## src/rtl/display_scan_controller.sv

```systemverilog
// Time-multiplexed scan scheduler for a 4-digit seven-segment display.
// Frame-latched snapshot, inter-digit blanking and per-digit blink; all outputs registered.
module display_scan_controller #(
    parameter int unsigned SCAN_DIV     = 100000,
    parameter int unsigned BLANK_CYC    = 1000,
    parameter int unsigned BLINK_FRAMES = 125
) (
    input  logic        clk_i,
    input  logic        rst_ni,
    input  logic        disp_en_i,
    input  logic [15:0] digits_i,
    input  logic [3:0]  blink_mask_i,
    input  logic        dp_in_i,
    output logic [3:0]  x_o,
    output logic [1:0]  sw_o,
    output logic        dec_o,
    output logic        seg_en_o,
    output logic        frame_start_o
);

    localparam int unsigned MaxCyc = (SCAN_DIV > BLANK_CYC) ? SCAN_DIV : BLANK_CYC;
    localparam int unsigned CntW   = $clog2(MaxCyc) + 1;
    localparam int unsigned FrmW   = $clog2(BLINK_FRAMES) + 1;

    localparam logic [CntW-1:0] ShowLast  = CntW'(SCAN_DIV - 1);
    localparam logic [CntW-1:0] BlankLast = CntW'((BLANK_CYC > 0) ? BLANK_CYC - 1 : 0);
    localparam logic [FrmW-1:0] FrameLast = FrmW'(BLINK_FRAMES - 1);

    typedef enum logic [1:0] {StOff, StShow, StBlank} state_e;

    state_e          state_q, state_d;
    logic [CntW-1:0] cnt_q, cnt_d;
    logic [1:0]      idx_q, idx_d;
    logic [FrmW-1:0] frame_q, frame_d;
    logic            blink_q, blink_d;
    logic [15:0]     snap_digits_q, snap_digits_d;
    logic [3:0]      snap_mask_q, snap_mask_d;
    logic            snap_dp_q, snap_dp_d;
    logic [3:0]      x_q, x_d;
    logic            dec_q, dec_d;
    logic            seg_en_q, seg_en_d;
    logic            frame_start_q, frame_start_d;
    logic            load;
    logic            advance;

    always_comb begin
        state_d       = state_q;
        cnt_d         = cnt_q;
        idx_d         = idx_q;
        frame_d       = frame_q;
        blink_d       = blink_q;
        snap_digits_d = snap_digits_q;
        snap_mask_d   = snap_mask_q;
        snap_dp_d     = snap_dp_q;
        load          = 1'b0;
        advance       = 1'b0;

        // Disable wins over any advance or frame start in the same cycle.
        if (!disp_en_i) begin
            state_d = StOff;
            cnt_d   = '0;
            idx_d   = '0;
            frame_d = '0;
            blink_d = 1'b0;
        end else begin
            unique case (state_q)
                StOff: begin
                    state_d = StShow;
                    cnt_d   = '0;
                    idx_d   = '0;
                    load    = 1'b1;
                end
                StShow: begin
                    if (cnt_q == ShowLast) begin
                        cnt_d = '0;
                        if (BLANK_CYC == 0) begin
                            advance = 1'b1;
                        end else begin
                            state_d = StBlank;
                        end
                    end else begin
                        cnt_d = cnt_q + 1'b1;
                    end
                end
                StBlank: begin
                    if (cnt_q == BlankLast) begin
                        cnt_d   = '0;
                        state_d = StShow;
                        advance = 1'b1;
                    end else begin
                        cnt_d = cnt_q + 1'b1;
                    end
                end
                default: state_d = StOff;
            endcase

            if (advance) begin
                idx_d = idx_q + 2'd1;
                if (idx_q == 2'd3) begin
                    load = 1'b1;
                    if (frame_q == FrameLast) begin
                        frame_d = '0;
                        blink_d = ~blink_q;
                    end else begin
                        frame_d = frame_q + 1'b1;
                    end
                end
            end
        end

        if (load) begin
            snap_digits_d = digits_i;
            snap_mask_d   = blink_mask_i;
            snap_dp_d     = dp_in_i;
        end

        // Outputs are computed from next-state values so they register in step with the FSM.
        frame_start_d = load;
        seg_en_d      = (state_d == StShow) && !(blink_d && snap_mask_d[idx_d]);
        x_d           = snap_digits_d[{idx_d, 2'b00} +: 4];
        dec_d         = ~snap_dp_d;
    end

    always_ff @(posedge clk_i or negedge rst_ni) begin
        if (!rst_ni) begin
            state_q       <= StOff;
            cnt_q         <= '0;
            idx_q         <= '0;
            frame_q       <= '0;
            blink_q       <= 1'b0;
            snap_digits_q <= '0;
            snap_mask_q   <= '0;
            snap_dp_q     <= 1'b0;
            x_q           <= '0;
            dec_q         <= 1'b1;
            seg_en_q      <= 1'b0;
            frame_start_q <= 1'b0;
        end else begin
            state_q       <= state_d;
            cnt_q         <= cnt_d;
            idx_q         <= idx_d;
            frame_q       <= frame_d;
            blink_q       <= blink_d;
            snap_digits_q <= snap_digits_d;
            snap_mask_q   <= snap_mask_d;
            snap_dp_q     <= snap_dp_d;
            x_q           <= x_d;
            dec_q         <= dec_d;
            seg_en_q      <= seg_en_d;
            frame_start_q <= frame_start_d;
        end
    end

    assign x_o           = x_q;
    assign sw_o          = idx_q;
    assign dec_o         = dec_q;
    assign seg_en_o      = seg_en_q;
    assign frame_start_o = frame_start_q;

endmodule
```

## config.mk

```make
export PLATFORM = sky130hd
export DESIGN_NAME = display_scan_controller
export DESIGN_NICKNAME = d
export VERILOG_FILES = /design/src/rtl/display_scan_controller.sv
export SDC_FILE = /design/constraint.sdc
export NUM_CORES = 1
export LEC_CHECK = 0
export BUFFER_PORTS_ARGS = -buffer_cell sky130_fd_sc_hd__buf_2
export CAP_MARGIN = 30
export CORE_MARGIN = 10
export CORE_UTILIZATION = 40
export CTS_BUF_LIST = sky130_fd_sc_hd__clkbuf_4 sky130_fd_sc_hd__clkbuf_8
export DETAILED_ROUTE_END_ITERATION = 10
export PLACE_DENSITY = 0.68
export SYNTH_ARGS = -nofsm -noshare
export SYNTH_HDL_FRONTEND = slang
export SYNTH_SLANG_ARGS = --single-unit
```

## constraint.sdc

```tcl
create_clock -name clk_i -period 3.4 [get_ports clk_i]
set_clock_uncertainty 0.2 [all_clocks]
set_input_delay 0.85 -clock clk_i [delete_from_list [all_inputs] [get_ports clk_i]]
set_output_delay 0.85 -clock clk_i [all_outputs]
set_load 0.01 [all_outputs]
```

==> flow_summary.yaml, run 1 <==
status:
  status: "finished clean"
detailed_routing:
  drcViolationCount: 0
  routed_wl_mm: 6.67
  drtIter0Drc: 108
  drtAntennaViolNets: 0
  first_pass_iters: 4
  vias: 2410
  post_drt_wl_per_cell_um: 14.9
  viasPerCell: 5.39
setup_path:
  r2r-end: "x_o[3]"
  cp-start-kind: "register"
  r2r_setup_slack_ns: 0.44
  regToRegStartpoint: "cnt_q[0]"
  worst-r2r-cell-count: 8
  critPathMaxFanout: 18
  endpoint_kind: "register"
  required_ns: 3.41
  crit_type: "reg2reg"
  arrival_ns: 2.97
global_routing:
  antenna_found_initial: 0
  grt_first_pass_wirelength_mm: 11.4
  grt_max_degree: 34
  gr-total-overflow: 0
  grt_pass1_vias: 2381
  track_usage_pct: 12.0
cells_and_area:
  nFillCells: 749
  layout.nets: 372
  area_delta_synth_final_pct: 14.6
  stdcell_count: 447
  multiInputGateArea_mm2: 0.00156
  seq_area_mm2: 0.00148
  drive_above_1_share_pct: 26.1
  num_antenna_cells: 0
clock_network:
  path_clk_slew_ns: 0.08
  cts_max_level: 3
  tritoncts: "built"
  clock-root-buffer: "clkbuf_8"
  hold_buffers: 0
  clock_latency_ns: 0.35
  post-cts-setup-buffers: 0
  cts_resized: 0
  clock_sinks: 59
  cts.path.max_buffers: 2
  cts_buffers: 9
timing:
  grt_setup_unrepaired: "false"
  clock.fmax_mhz: 338
  setup_ws_ns: 0.438
  fin_crit_sh_pct: 87.1
  finalHoldViolCount: 0
  min_period_ns: 2.96
  finalSetupTns_ns: 0
  slew_headroom_pct: 63.7
  tightest_slew_ns: 0.541
  slew_violations: 0
  fin_hold_ws_ns: 0.219
  finalSetupViolCount: 0
floorplan:
  rows: 32
  ios: 33
  die_w_um: 109
  start_util_pct: 41.0
  die_h_um: 109
  dieArea_mm2: 0.0118
  core_area_mm2: 0.00769
place:
  place.gp.congestion: 0.780
  dpl.cell_count: 431
  place_hpwl_mm: 4.68
  numPortBuffers: 32
  pre_cts_slack_ns: 0.417
yosys:
  syn_inst: 302
  synth_fp_nets: 334
  syn_area_per_cell_um2: 10.4
  syn_area_mm2: 0.00316
  ys_types: 60
  async_flop_share_pct: 100
  synth-seq-area-share_pct: 46.8
  synthFlopType: "dfrtp_1"
  synthMuxAreaShare_pct: 10.5
  synth-simple-area-share_pct: 20.9
  yosys_warnings: 0
  synth_compound_area_share_pct: 13.0
  synth_top_family_by_area: "simple AND/OR/NAND/NOR gates"
  synth-seq-cells: 59
  synth_fa_ha_area_share_pct: 3.17
  synthXorXnorAreaFrac_pct: 1.94
  synth-edff-count: 0
flow_run:
  drv_cap: 0
pwr:
  powerDensity_mw_per_mm2: 438
  peakVddDrop_uv: 277
  p_total_mw: 1.58
  p_leak_nw: 1.63
min_path:
  min_path_type: "reg2reg"
  holdPathEnd: "dec_o"
  min_path_cells: 1
  min_from: "snap_dp_q"
## Yosys cell counts (3+ instances only)
library cell / count / area [µm²]
nor3_1: 5 / 25.0
mux2i_1: 15 / 150
xnor2_1: 3 / 26.3
dfrtp_1: 58 / 1450
buf_4: 3 / 22.5
and2_1: 3 / 18.8
a31oi_1: 3 / 18.8
nor2b_1: 8 / 50.1
a21oi_1: 4 / 20.0
mux2_2: 16 / 180
nand3_1: 12 / 60.1
nand2b_1: 6 / 37.5
and3_1: 7 / 43.8
nand4_1: 7 / 43.8
clkbuf_1: 4 / 15.0
xor2_1: 4 / 35.0
nor4_1: 3 / 18.8
nand2_1: 28 / 105
nor4b_2: 3 / 45.0
or3_1: 4 / 25.0
o31ai_1: 4 / 30.0
ha_1: 8 / 100
buf_6: 3 / 33.8
inv_1: 9 / 33.8
nor2_1: 14 / 52.6
o21ai_0: 26 / 130
## metrics by stage
stage          util [%]  area [µm²]
2_1_floorplan         -        3160
3_5_place_dp       44.4        3410
6_report           47.0        3610
3_3_place_gp       44.4        3410
4_1_cts            47.0        3610
5_1_grt            47.0        3610
## how the worst max path moves through the flow
| stage | startpoint | endpoint | slack [ns] | cells past startpoint |
|---|---|---|---|---|
| 4_1_cts | cnt_q[0] | x_o[3] | 0.43 | 8 |
| 3_5_place_dp | disp_en_i | x_o[3] | 0.42 | 7 |
| 5_1_grt | cnt_q[0] | x_o[3] | 0.15 | 8 |
| 2_1_floorplan | state_q[0] | cnt_q[10] | 1.02 | 10 |
| 6_report | cnt_q[0] | x_o[3] | 0.44 | 8 |
| 3_3_place_gp | cnt_q[0] | x_o[1] | 0.49 | 8 |
## worst max-delay path, stage by stage, from the launching register on
cell and delay [ns]:
dfrtp_1 0.41, ha_1 0.33, nand4_1 0.13, nor4_1 0.41, a32o_1 0.41, buf_4 0.31, mux2_2 0.38, mux2i_1 0.16
mux2i_1 0.09
## cell type report
class / instances / share of cell area, %
Sequential cell: 59 / 40.9
Timing Repair Buffer: 39 / 5.88
Clock buffer: 9 / 3.43
Inverter: 10 / 1.04
Tap cell: 102 / 3.53
Multi-Input combinational cell: 221 / 43.1
Clock inverter: 7 / 2.11
## where the power goes
| part | switching [mW] | leakage, nW | internal, mW |
|---|---|---|---|
| clock | 0.318 | 0.0962 | 0.343 |
| combinational | 0.0797 | 0.770 | 0.0727 |
| sequential | 0.0190 | 0.761 | 0.753 |
## state kept, by name, summed over array words and instances, names as in the netlist
signal and count:
cnt_q 18, snap_digits_q 16, frame_q 8, snap_mask_q 4
x_o 4, state_q 2, sw_o 2, blink_q 1
dec_o 1, frame_start_o 1, seg_en_o 1, snap_dp_q 1
## placed cells by master (no fill, tap or decap), drive strengths merged, types with 2 or more instances in the layout
| master | Yosys | layout |
|---|---|---|
| dfrtp | 58 | 58 |
| mux2i | 15 | 15 |
| xnor2 | 3 | 3 |
| or3 | 4 | 4 |
| clkbuf | 4 | 9 |
| buf | 8 | 39 |
| nand2 | 28 | 28 |
| mux2 | 16 | 16 |
| nor4b | 4 | 4 |
| a31oi | 3 | 3 |
| a21oi | 5 | 5 |
| xor2 | 4 | 4 |
| o21a | 2 | 2 |
| and2 | 4 | 4 |
| and3 | 9 | 9 |
| inv | 9 | 11 |
| nand2b | 8 | 8 |
| nor4 | 3 | 3 |
| o41ai | 2 | 2 |
| nor2b | 8 | 8 |
| nand3 | 12 | 12 |
| ha | 8 | 8 |
| clkinv | 1 | 3 |
| clkinvlp | 0 | 2 |
| nor2 | 14 | 14 |
| nor3 | 6 | 6 |
| o31ai | 4 | 4 |
| a21boi | 5 | 5 |
| and4 | 3 | 3 |
| a21o | 2 | 2 |
| nand4 | 7 | 7 |
| o21ai | 28 | 28 |
## cell families (layout without fill, tap and decap cells)
group,after synthesis,after routing
flops,59,59
simple gates,114,114
mux,31,31
compound gates,61,61
xor+xnor,7,7
fa+ha+maj,8,8
buf+inv,22,65
## layer usage
metal	global-route usage (%)	part of all wire [%]	vias up
met1	14.6	46	1179
met4	4.80	1.6	0
met5	0	0	-
met3	5.72	7.2	9
li1	-	-	1158
met2	18.0	45	64
(Power assumes the default switching activity.)
==> run 2, diff against run 1 <==
==> constraint.sdc (replaced) <==
create_clock -name clk_i -period 3.4 [get_ports clk_i]
set_clock_uncertainty 0.2 [all_clocks]
set_input_delay 0.34 -clock clk_i [delete_from_list [all_inputs] [get_ports clk_i]]
set_output_delay 0.34 -clock clk_i [all_outputs]
set_load 0.01 [all_outputs]
==> run 2 against run 1 <==
  * Power down 3.8%
  * Final cell count unchanged
  * Hold slack worse by 0.21 ns
  * Final area down 0.24%
  * Global-route usage up 0.071 points
  * Critical endpoint is now cnt_q[15]
==> flow_summary.yaml, run 2 (synthesis gave the netlist of run 1 again) <==
status:
  status: "finished clean"
floorplan:
  core_area_mm2: 0.00769
  die_w_um: 109
  die_h_um: 109
  rows: 32
  start_util_pct: 41.0
  dieArea_mm2: 0.0118
  ios: 33
cells_and_area:
  regMostFlops: "cnt_q"
  reg.largest.list: "cnt_q: 18 flops, snap_digits_q: 16 flops, frame_q: 8 flops"
  nFillCells: 785
  largest_reg_flops: 18
  num_antenna_cells: 0
  layout.nets: 372
  area_delta_synth_final_pct: 14.3
  final_cell_mix: "dfrtp_1 (58), buf_2 (32), nand2_1 (28), o21ai_0 (26), mux2_2 (16)"
  finalInstanceArea_mm2: 0.00361
  seq_area_mm2: 0.00148
  final_common_cell: "dfrtp_1"
  multiInputGateArea_mm2: 0.00156
  drive_above_1_share_pct: 25.5
  stdcell_count: 447
pwr:
  peakVddDrop_uv: 297
  p_total_mw: 1.52
  p_leak_nw: 1.62
  powerDensity_mw_per_mm2: 423
detailed_routing:
  routed_wl_mm: 6.71
  viasPerCell: 5.27
  drcViolationCount: 0
  drtAntennaViolNets: 0
  first_pass_iters: 4
  drtIter0Drc: 153
  vias: 2354
  post_drt_wl_per_cell_um: 15.0
timing:
  finalHoldViolCount: 0
  slew_violations: 0
  grt_setup_unrepaired: "false"
  fin_crit_sh_pct: 83.4
  tightest_slew_ns: 0.783
  finalSetupTns_ns: 0
  slew_headroom_pct: 47.8
  finalSetupViolCount: 0
  min_period_ns: 2.83
  setup_ws_ns: 0.566
  clock.fmax_mhz: 353
global_routing:
  grt_pass1_vias: 2284
  track_usage_pct: 12.1
  antenna_found_initial: 0
  grt_first_pass_wirelength_mm: 11.5
  grt_max_degree: 44
  gr-total-overflow: 0
flow_run:
  drv_cap: 0
clock_network:
  cts_buffers: 9
  clock-root-buffer: "clkbuf_8"
  path_clk_slew_ns: 0.08
  post-cts-setup-buffers: 0
  clock_sinks: 59
  clock_latency_ns: 0.35
  cts_max_level: 3
  tritoncts: "built"
  cts.path.max_buffers: 2
setup_path:
  required_ns: 3.40
  arrival_ns: 2.83
  cp-start-kind: "register"
  critPathMaxFanout: 28
  endpoint_kind: "register"
  crit_type: "reg2reg"
min_path:
  min_path_type: "in2reg"
place:
  dpl.cell_count: 429
  place_hpwl_mm: 4.71
  placed_cell_area_mm2: 0.00340
  place.gp.congestion: 0.778
  numPortBuffers: 32
  pre_cts_slack_ns: 0.669
run 2: area by class of cell:
type / count / share of cell area, %
Clock inverter: 6 / 1.35
Sequential cell: 59 / 41.0
Multi-Input combinational cell: 221 / 43.2
Timing Repair Buffer: 39 / 6.04
Clock buffer: 10 / 3.82
Tap cell: 102 / 3.54
Inverter: 10 / 1.04
run 2: through the flow:
step,util [%],hold slack [ns]
floorplan,-,-0.156
global placement,44.2,0.0886
detailed placement,44.2,0.0896
CTS,46.9,0.00227
global route,46.9,0.00231
finish,46.9,0.0119
run 2: repair_timing:
action                    in CTS  in global routing
hold buffers                   2                  0
gates resized for setup        0                  0
hold endpoints to repair      16                  0
run 2: final timing paths:
| kind | startpoint | to | slack (ns) | cells past startpoint |
|---|---|---|---|---|
| setup / recovery | cnt_q[0] | cnt_q[15] | 0.57 | 8 |
| hold / removal | blink_mask_i[1] | snap_mask_q[1] | 0.01 | 3 |
| setup reg to reg | cnt_q[0] | cnt_q[15] | 0.57 | 8 |
| hold reg to reg | snap_dp_q | dec_o | 0.21 | 1 |
| max in group asynchronous | rst_ni | frame_q[7] | 1.89 | 3 |
| min in group asynchronous | rst_ni | snap_digits_q[13] | 0.24 | 2 |
run 2: worst max-delay path, cell delays in order, from the launching register on:
cell	delay, ns
dfrtp_1	0.41
ha_1	0.33
and4_1	0.31
nand3_1	0.11
o21ai_0	0.23
a211o_1	0.68
nor2_1	0.12
o21ai_0	0.20
o31ai_1	0.10
run 2: metal layers:
layer / vias to the layer above / global-route usage (%) / share of wire, %
met5: - / 0 / 0
met1: 1147 / 15.7 / 48
met2: 44 / 18.1 / 46
met4: 0 / 3.30 / 0.98
li1: 1158 / - / -
met3: 5 / 5.01 / 4.8
run 2: report_power, final:
part	switching (mW)	leakage (nW)	internal (mW)
Clock	0.309	0.0855	0.290
Sequential	0.0177	0.761	0.753
Combinational	0.0810	0.769	0.0731
==> run 3, diff against run 2 <==
Clock period 3.4 ns to 2.9 ns, I/O delays scaled along.
==> run 3 against run 2 <==
  * Clock power up 28%
  * Register-to-register slack worse by 0.27 ns
  * Critical path type unchanged
  * Sequential cell count unchanged
  * Worst setup slack worse by 0.27 ns
  * Via count up 4.0%
  * Global-route usage about the same
  * First-iteration DRC count down 58%
  * Largest cell class unchanged
  * Sequential share of layout area down 2.3 points
  * Largest power group unchanged
  * Utilization up 2.8 points
  * Final area up 5.9%
  * Die area unchanged
==> flow_summary.yaml, run 3 (synthesis gave the netlist of run 1 again) <==
clock_network:
  cts.path.max_buffers: 2
  cts_buffers: 9
  post-cts-setup-buffers: 0
  clock-root-buffer: "clkbuf_8"
  clock_latency_ns: 0.35
  hold_buffers: 19
  clock_sinks: 59
  cts_max_level: 3
  cts_resized: 0
  path_clk_slew_ns: 0.07
  tritoncts: "built"
floorplan:
  rows: 32
  die_h_um: 109
  die_w_um: 109
  ios: 33
  core_area_mm2: 0.00769
  dieArea_mm2: 0.0118
  start_util_pct: 41.0
timing:
  clock.fmax_mhz: 384
  fin_crit_sh_pct: 89.9
  finalHoldViolCount: 0
  finalSetupViolCount: 0
  slew_headroom_pct: 50.6
  fin_hold_ws_ns: 0.0149
  slew_violations: 0
  finalSetupTns_ns: 0
  grt_setup_unrepaired: "false"
  tightest_slew_ns: 0.741
  min_period_ns: 2.61
cells_and_area:
  finalInstanceArea_mm2: 0.00382
  final_common_cell: "dfrtp_1"
  regMostFlops: "cnt_q"
  drive_above_1_share_pct: 24.5
  largest_reg_flops: 18
  stdcell_count: 465
  num_antenna_cells: 0
  final_cell_mix: "dfrtp_1 (58), buf_2 (32), nand2_1 (28), o21ai_0 (26), dlygate4sd3_1 (19)"
  nFillCells: 728
  layout.nets: 391
  area_delta_synth_final_pct: 21.0
  reg.largest.list: "cnt_q: 18 flops, snap_digits_q: 16 flops, frame_q: 8 flops"
pwr:
  p_switching_uw: 448
  powerDensity_mw_per_mm2: 490
  p_int_mw: 1.42
  p_seq_share_pct: 48.3
  peakVddDrop_uv: 363
  p_comb_share_pct: 10.8
  p_sw_share_pct: 23.9
  clkPwrFrac_pct: 40.8
  p_leak_nw: 1.71
  p_total_mw: 1.87
setup_path:
  arrival_ns: 2.67
  slowest_stage: "dfrtp_1"
  required_ns: 2.96
  cpPeakStageDelay_ns: 0.44
  cpMostUsedCell: "nor4b_2"
  endpoint_kind: "register"
  cp-start-kind: "register"
  critPathMaxFanout: 7
  r2r_setup_slack_ns: 0.29
  crit_start: "cnt_q[11]"
  worst-r2r-cell-count: 8
  timing.critical_path.to: "seg_en_o"
  regToRegStartpoint: "cnt_q[11]"
  worstPathCellList: "nor4b_2 > nand4_1 > nor4_1 > xnor2_1 > nand2b_1 > clkinv_1 > o211a_1 > nor4b_2"
  crit_type: "reg2reg"
  r2r-end: "seg_en_o"
detailed_routing:
  drtAntennaViolNets: 0
  vias: 2447
  first_pass_iters: 6
  drcViolationCount: 0
  routed_wl_mm: 6.82
  viasPerCell: 5.26
  post_drt_wl_per_cell_um: 14.7
  drtIter0Drc: 65
place:
  placed_cell_area_mm2: 0.00343
  place_hpwl_mm: 4.63
  place.gp.congestion: 0.756
  numPortBuffers: 32
  dpl.cell_count: 431
min_path:
  min_from: "digits_i[11]"
  min_path_type: "in2reg"
global_routing:
  gr-total-overflow: 0
  grt_pass1_vias: 2518
  grt_max_degree: 60
  grt_first_pass_wirelength_mm: 11.7
  track_usage_pct: 12.1
  antenna_found_initial: 0
status:
  status: "finished clean"
flow_run:
  drv_cap: 0
[run 3: changes by cell type in the layout (fill, tap and decap cells not counted)]
cell | before | now
bufinv_16 | 0 | 1
clkinv_4 | 1 | 0
buf_4 | 5 | 6
buf_12 | 0 | 1
dlygate4sd3_1 | 2 | 19
inv_6 | 2 | 0
clkinvlp_4 | 3 | 2
clkbuf_8 | 10 | 11
clkinv_2 | 0 | 1
[run 3: layer usage]
metal	GRT usage [%]	vias to the layer above	part of all wire [%]
met3	4.42	14	5.4
met5	0	-	0
met2	19.3	47	47
met1	14.5	1187	46
met4	5.18	0	1.8
li1	-	1199	-
[run 3: power by group through the flow]
stage	logic, mW	clock network [mW]	registers, mW
3_5_place_dp	0.187	0	0.919
5_1_grt	0.226	0.817	0.909
3_3_place_gp	0.183	0	0.917
6_report	0.203	0.764	0.905
4_1_cts	0.207	0.787	0.905
2_1_floorplan	0.109	0	0.920
[run 3: worst max-delay path: cells and delay by family, from the launching register on]
family / cells / cell delay (ns)
flops: 1 / 0.44
xor+xnor: 1 / 0.17
simple gates: 5 / 1.50
compound gates: 1 / 0.12
buf+inv: 1 / 0.09
[run 3: per-stage QoR]
| stage | setup slack [ns] | utilization [%] |
|---|---|---|
| finish | 0.293 | 49.7 |
| global route | 0.0523 | 49.7 |
| CTS | 0.294 | 49.7 |
| detailed placement | 0.313 | 44.6 |
| global placement | 0.371 | 44.6 |
| floorplan | 0.524 | - |
[run 3: how the worst min path moves through the flow]
| stage | endpoint | depth (start not counted) |
|---|---|---|
| CTS | snap_digits_q[11] | 2 |
| global placement | dec_o | 1 |
| detailed placement | dec_o | 1 |
| finish | snap_digits_q[11] | 2 |
| floorplan | blink_q | 0 |
| global route | snap_digits_q[12] | 2 |
[run 3: cell type report]
cell class | instances | area (µm²) | area share [%]
multi-input combinational | 221 | 1560 | 40.8
sequential | 59 | 1480 | 38.7
timing repair buffer | 58 | 415 | 10.9
clock buffer | 11 | 151 | 3.96
tap | 102 | 128 | 3.34
clock inverter | 4 | 50.0 | 1.31
inverter | 10 | 37.5 | 0.983
